**src/rtl/cell_frame_capture.sv**
```systemverilog
// rtl/cell_frame_capture.sv - packed 24-bpp AXI4-Stream line receiver producing one-bit cell rows
// Optional build macro CELL_CAPTURE_COLOUR_MATCH_EN: live only on the exact live colour CB416B.
module cell_frame_capture #(
  parameter int X_SIZE = 1280,
  parameter int Y_SIZE = 720,
  localparam int X_WIDTH = $clog2(X_SIZE),
  localparam int Y_WIDTH = $clog2(Y_SIZE),
  localparam int WORDS   = X_SIZE * 3 / 4
) (
  input  logic               in_stream_aclk,
  input  logic               periph_reset,
  input  logic [31:0]        in_stream_tdata,
  input  logic [3:0]         in_stream_tkeep,
  input  logic               in_stream_tlast,
  input  logic               in_stream_tuser,
  input  logic               in_stream_tvalid,
  output logic               in_stream_tready,
  output logic [X_SIZE-1:0]  line_wdata,
  output logic [Y_WIDTH-1:0] line_waddr,
  output logic               line_we,
  output logic               frame_done,
  output logic               sync_err,
  input  logic               err_clr
);

  typedef enum logic [1:0] {SEEK_SOF, CAPTURE, COMMIT} state_t;

  localparam logic [X_WIDTH-1:0] LAST_W = X_WIDTH'(WORDS - 1);
  localparam logic [Y_WIDTH-1:0] LAST_Y = Y_WIDTH'(Y_SIZE - 1);

  state_t             state, state_next;
  logic [X_WIDTH-1:0] w;
  logic [Y_WIDTH-1:0] y;
  logic [1:0]         phase, ph_eff, phase_next;
  logic [15:0]        carry, carry_next;
  logic [X_SIZE-1:0]  row_sr, row_next;
  logic               hs, take, first, err, drop, y_clr;
  logic               live_a, live_b;
  logic [7:0]         b0, b1, b2, b3;
  logic               unused_tkeep;

  assign unused_tkeep = ^in_stream_tkeep;
  assign hs = in_stream_tvalid & in_stream_tready;
  assign b0 = in_stream_tdata[7:0];
  assign b1 = in_stream_tdata[15:8];
  assign b2 = in_stream_tdata[23:16];
  assign b3 = in_stream_tdata[31:24];

  function automatic logic is_live(input logic [23:0] px);
`ifdef CELL_CAPTURE_COLOUR_MATCH_EN
    return px == 24'hCB416B;
`else
    return |px;
`endif
  endfunction

  // A beat restarting a row is unpacked as word 0 regardless of the running phase.
  assign ph_eff = first ? 2'd0 : phase;

  always_comb begin
    live_a     = 1'b0;
    live_b     = 1'b0;
    carry_next = carry;
    row_next   = {row_sr[X_SIZE-2:0], 1'b0};
    phase_next = 2'd0;
    case (ph_eff)
      2'd0: begin
        live_a     = is_live({b0, b1, b2});
        carry_next = {carry[15:8], b3};
        row_next   = {row_sr[X_SIZE-2:0], live_a};
        phase_next = 2'd1;
      end
      2'd1: begin
        live_a     = is_live({carry[7:0], b0, b1});
        carry_next = {b3, b2};
        row_next   = {row_sr[X_SIZE-2:0], live_a};
        phase_next = 2'd2;
      end
      default: begin
        live_a     = is_live({carry[7:0], carry[15:8], b0});
        live_b     = is_live({b1, b2, b3});
        row_next   = {row_sr[X_SIZE-3:0], live_a, live_b};
        phase_next = 2'd0;
      end
    endcase
  end

  always_comb begin
    state_next = state;
    take       = 1'b0;
    first      = 1'b0;
    err        = 1'b0;
    drop       = 1'b0;
    y_clr      = 1'b0;
    case (state)
      SEEK_SOF: begin
        if (hs && in_stream_tuser) begin
          take       = 1'b1;
          first      = 1'b1;
          y_clr      = 1'b1;
          state_next = CAPTURE;
        end
      end
      CAPTURE: begin
        if (hs) begin
          if (in_stream_tuser && (w != '0 || y != '0)) begin
            // Misplaced SOF: realign to row 0 and keep this beat as its first word.
            err   = 1'b1;
            take  = 1'b1;
            first = 1'b1;
            y_clr = 1'b1;
          end else if (!in_stream_tuser && w == '0 && y == '0) begin
            err        = 1'b1;
            drop       = 1'b1;
            state_next = SEEK_SOF;
          end else if (in_stream_tlast != (w == LAST_W)) begin
            err        = 1'b1;
            drop       = 1'b1;
            state_next = SEEK_SOF;
          end else begin
            take = 1'b1;
            if (in_stream_tlast) state_next = COMMIT;
          end
        end
      end
      COMMIT:  state_next = (y == LAST_Y) ? SEEK_SOF : CAPTURE;
      default: state_next = SEEK_SOF;
    endcase
  end

  assign line_we    = (state == COMMIT);
  assign frame_done = (state == COMMIT) && (y == LAST_Y);

  always_ff @(posedge in_stream_aclk or posedge periph_reset) begin
    if (periph_reset) begin
      state            <= SEEK_SOF;
      in_stream_tready <= 1'b0;
      sync_err         <= 1'b0;
      line_wdata       <= '0;
      line_waddr       <= '0;
      w                <= '0;
      y                <= '0;
      phase            <= 2'd0;
      carry            <= '0;
      row_sr           <= '0;
    end else begin
      state            <= state_next;
      in_stream_tready <= (state_next != COMMIT);
      if (err)          sync_err <= 1'b1;
      else if (err_clr) sync_err <= 1'b0;
      if (take) begin
        row_sr <= row_next;
        carry  <= carry_next;
        phase  <= phase_next;
        if (state_next == COMMIT) begin
          w          <= '0;
          line_wdata <= row_next;
          line_waddr <= y;
        end else if (first) begin
          w <= X_WIDTH'(1);
        end else begin
          w <= w + X_WIDTH'(1);
        end
      end
      if (drop) begin
        w     <= '0;
        phase <= 2'd0;
      end
      if (y_clr)                 y <= '0;
      else if (state == COMMIT)  y <= (y == LAST_Y) ? '0 : y + Y_WIDTH'(1);
    end
  end

endmodule

```
**config.mk**
```make
export PLATFORM = sky130hd
export DESIGN_NAME = cell_frame_capture
export DESIGN_NICKNAME = d
export VERILOG_FILES = /design/src/rtl/cell_frame_capture.sv
export SDC_FILE = /design/constraint.sdc
export NUM_CORES = 2
export LEC_CHECK = 0
export ABC_AREA = 1
export ABC_CLOCK_PERIOD_IN_PS = 116400
export BUFFER_PORTS_ARGS = -buffer_cell sky130_fd_sc_hd__buf_2
export CAP_MARGIN = 10
export CELL_PAD_IN_SITES_DETAIL_PLACEMENT = 0
export CELL_PAD_IN_SITES_GLOBAL_PLACEMENT = 1
export CORE_MARGIN = 3
export CORE_UTILIZATION = 35
export CTS_CLUSTER_DIAMETER = 50
export CTS_CLUSTER_SIZE = 30
export DETAILED_ROUTE_END_ITERATION = 7
export PLACE_DENSITY_LB_ADDON = 0.05
export RECOVER_POWER = 25
export SLEW_MARGIN = 20
export SYNTH_ARGS = -nofsm -noshare
export SYNTH_HDL_FRONTEND = slang
export SYNTH_SLANG_ARGS = --single-unit
```
**constraint.sdc**
```tcl
create_clock -name in_stream_aclk -period 116.4 [get_ports in_stream_aclk]
set_input_delay 5.82 -clock in_stream_aclk [delete_from_list [all_inputs] [get_ports in_stream_aclk]]
set_output_delay 5.82 -clock in_stream_aclk [all_outputs]
set_load 0.03 [all_outputs]
```
Yosys cells after proc, flatten, opt, wreduce, memory -nomap -nowiden
Index checks and enable logic that the tools add are counted.
Widths: inputs -> output; s select.

cells by class
  add/sub/neg operators = 2
  equal/unequal tests = 8
  multiplexer cells = 40
  bitwise operators = 2
  reductions and logical operators = 24

operator list
  operator               number
  $pmux 1280 s2          1
  $reduce_or 24->1       4
  $mux 11                4
  $pmux 16 s2            1
  $mux 10                3
  $mux 1                 18
  $mux 2                 9
  $add 11x1->11 const B  1
  $eq 11x10->1 const B   1
  $logic_not 11->1       1
  $reduce_bool 11->1     1
  $add 10x1->10 const B  1
  $eq 10x10->1 const B   1
  $logic_not 10->1       1
  $reduce_bool 10->1     1
  $reduce_bool 2->1      4
  $pmux 2 s3             1
  $logic_and 1x1->1      5
  $eq 2x1->1 const B     2
  $eq 2x2->1 const B     2
  $logic_not 2->1        2
  $pmux 1 s2             2
  $pmux 2 s2             1
  $reduce_and 2->1       2
  other kinds (7)        7

storage, ports and cells
  register bits = 2,612
  input bits = 42
  output and inout bits = 1,294
  word-level logic and storage cells = 87

Depth between registers and ports, before layout
  word-level depth = 11
  depth in mapped cells = 15
  depth with buffers taken out = 13

Least setup slack after synthesis
No wires, ideal clock.

  path kind = input to register
  from = input port in_stream_tvalid
  to = register row_sr[218]
  library setup time = 0.126 ns
  arrival time = 7.176 ns
  slack = 109.098 ns
  stages on the path = 12
  path buffers = 3
  cells stage by stage = nand2_1 -> nor2_2 -> nand3_2 -> nand2_4 -> nor2_4 -> buf_4 -> buf_4 -> buf_4 -> nand2_1 -> o21ai_0 -> nand2_1 -> o21ai_0

on the way
  longest elaborated chain between the ends = 7
  elaborated cells between the ends (all ways) = 11
  those cells by class = eq/ne: 1; mux: 7; bitwise: 1; reduce/logical: 2

RTL lines
  element                                        line  source
  start: declaration                             16    input logic in_stream_tvalid,
  $and 1x1->1 (*)                                43    assign hs = in_stream_tvalid & in_stream_tready;
  $logic_and 1x1->1                              97    if (hs && in_stream_tuser) begin
  $mux 1                                         97
  $pmux 1 s2                                     95    case (state)
  $mux 2                                         58    assign ph_eff = first ? 2'd0 : phase;
  $eq 2x1->1 or $logic_not 2->1 (tied branches)  66    case (ph_eff)
  $pmux 1280 s2                                  66
  end signal: assignment                         152   row_sr <= row_next;
  end: declaration                               36    logic [X_SIZE-1:0] row_sr, row_next;

Every way passes the cells marked *; elsewhere a longest branch is shown, timed or not.
A chain may end at the register's enable or synchronous reset.

==> results.md <==
* Synth area leader: dfrtp_1
* Setup_tns at 0 ps
* Status: complete, but fails checks
* WP data arrival at between 15000 and 20000 ps
* CTS tree: done
* H-tree depth at 5
* Max IR drop VDD at roughly 0.014 mV
* Synth cell types at 33
* Port buffer count at roughly 1.3k
* Nets at ~15k
* Routed len/inst at about 18 µm
* Crit path max-delay family: buffers and inverters
* Vias at 91.7k
* Fin worst setup slack at 98670 ps
* Initial antenna violation count at 5
* Mapped Area at 113000 µm²
* Die area at between 300000 and 400000 µm²
* WP buf/inv at 7
* WS Path Type: in -> async
* Fmax at roughly 56 MHz
* Global-route wire length before repair at roughly 550 mm
* LEAKAGE at 65.6 nW
* Final setup fails at 0
* Area grow syn2layout at 18.7%
* Slew Limit Fails at 1713
* Clk_skew at 48.5 ps
* Top-level I/O count at ~1.3k
* Synth cell count leaders: nand2_1, dfrtp_1, o21ai_0
* Core Rows at approximately 210
* Area contributors post-synth: dfrtp_1, nand2_1, o21ai_0
* Die Ht at between 500 and 600 µm
* CP most frequent cell: clkbuf_1
* PD cells at around 26 nW/µm²
* Placer congestion estimate at between 0.8 and 0.9
* R2r setup slk at 103730 ps
* Number of global-route vias before repair at 91.7k
* Worst rel slew slack at -409%
* Synth Warn # at 0
* Design Area, Final at roughly 130000 µm²
* Most frequent cell after synthesis: nand2_1
* Post-Syn Nets at about 14k
* CP Data Required Time at about 120000 ps
* Synth Instances at between 10k and 15k
* Final hold violations at 0
* Final worst-path cycle share at between 10% and 20%
* Share of layout cells above drive strength 1 at a little under a tenth
* Largest net degree at the start of global routing at between 200 and 250
* Hold Path Class: reg -> reg
* Pre-CTS setup slack at approximately 100000 ps
* Worst setup EP type: async pin
* Clock transition at path regs at 50 ps
* Minimum clock period at 17730 ps
* Gr usage total at a little over a fifth
* Post-CTS setup buffers at 0
* Die Width at between 500 and 600 µm
* CTS root buf: clkbuf_16
* Share of the synthesized area in the top cell type at a little under 60%
* Detailed-route DRC error count at 0
* CP max stage cell: clkbuf_1
* GRT overflow at 0
* Max-Cap Viols at 21
* Initial cell density of the core at a little over a third
* Top FF cell, synth: dfrtp_1
* CTS Sinks at 2612
* Placed cell area at 122000 µm²
* Ys async rst share at 100%
* Core area at roughly 320000 µm²
* DP HPWL at around 240 mm
* TritonCTS buffer count at approximately 380
* Number of synthesized flops with an enable pin at 0
* ANT nets after route at 0
* Filler cell count at 33.2k
* CTS hold repair buffers at 0
* DRT Pass-1 Iters at 6
* Worst Tran Pin Value at between 7000 and 8000 ps
* Critical Path Source Type: input pin
* CTS resizes at 0
* Maximum buffer depth of the clock tree at 4
* Crit path cell chain: clkbuf_1, clkinvlp_2, clkbuf_1, clkbuf_1, buf_4, buf_12, buf_6
* Drt first-iter violations at between 6k and 7k
* Sequential share of the synthesized area at 57.8%
* Worst Path Max Fanout at roughly 150
* Mapped Avg Cell Area at between 8 and 9 µm²
* Worst-Skew Late Latency at 920 ps
* Yosys reg bits at roughly 2.6k
* Vias per Instance at between 4 and 5
* Final WL at around 350 mm
* Slowest stage delay, CP at 4820 ps
* RSZ-0062 raised after global routing: no
* Failing checks: max-capacitance violations, max-slew violations
[through the flow]
step	hold WS (ps)	power [mW]	utilization [%]	cells
after CTS	475	3.58	42.1	19600
after global placement	459	2.34	37.9	18900
after detailed placement	459	2.35	37.9	18900
after global routing	489	3.76	41.8	19600
after floorplan	442	2.03	-	14000
final	469	3.52	41.8	19600
[metal layers]
layer  track usage (%)  wire length (µm)
met1              26.7            151000
met2              32.5            154000
met3              7.07             28100
met4              10.4             20000
met5                 0                 0
[where the power goes]
| group | switching, mW | internal [mW] | total (mW) |
|---|---|---|---|
| sequential | 0.166 | 1.15 | 1.32 |
| clock | 0.476 | 0.731 | 1.21 |
| combinational | 0.759 | 0.234 | 0.993 |
[layout by cell type, fill, tap and decap left out, types with 4 or more instances in the layout]
cell type,synthesis,routed
nand2_1,6529,6532
dfrtp_1,2612,2612
o21ai_0,2297,2299
inv_1,1322,1321
clkbuf_1,55,690
buf_2,723,685
clkbuf_16,0,389
o21ai_1,287,285
buf_4,59,80
inv_6,0,51
clkinvlp_4,0,49
clkinv_4,0,39
bufinv_16,0,38
clkinv_2,0,32
nor2_1,30,31
clkbuf_8,0,30
inv_8,0,29
nand3_1,24,26
buf_12,0,12
nor4_1,11,11
clkinv_8,0,9
xor2_1,8,8
nand4_1,6,6
o22ai_1,6,6
diode_2,0,5
clkinv_16,0,5
and2_0,4,4
ha_1,4,4
inv_16,0,4
[tightest hold or removal path, cell delays in order, from the launching register on]
cell	delay, ps
dfrtp_1	340
nand2_1	50
nand2_1	40
[logic make-up after synthesis]
group           synth area share [%]
simple gates                    22.1
flops                           57.8
fa+ha+maj                     0.0443
xor+xnor                      0.0698
buf+inv                         8.39
compound gates                  11.5
[final timing paths]
path / start / end / cells past startpoint
max in group in_stream_aclk: in_stream_tlast / row_sr[305] / 13
hold reg to reg: carry[12] / carry[12] / 2
hold / removal: carry[12] / carry[12] / 2
setup / recovery: periph_reset / line_wdata[390] / 7
setup reg to reg: w[0] / row_sr[305] / 15
min in group asynchronous: periph_reset / line_wdata[98] / 2
[flip-flops by register name, summed over array words and instances, names as in the netlist]
name              count
carry                16
in_stream_tready      1
line_waddr           10
line_wdata         1280
phase                 2
row_sr             1279
state                 2
sync_err              1
w                    11
y                    10
[cell type report]
class	count	area (µm²)	area share [%]
Antenna cell	5	12.5	0.00933
Clock buffer	445	10200	7.64
Clock inverter	258	3190	2.38
Inverter	1326	4980	3.71
Multi-Input combinational cell	9233	38100	28.4
Sequential cell	2612	65400	48.7
Tap cell	4305	5390	4.02
Timing Repair Buffer	1445	6820	5.09
Power figures use the tool's default switching activity.
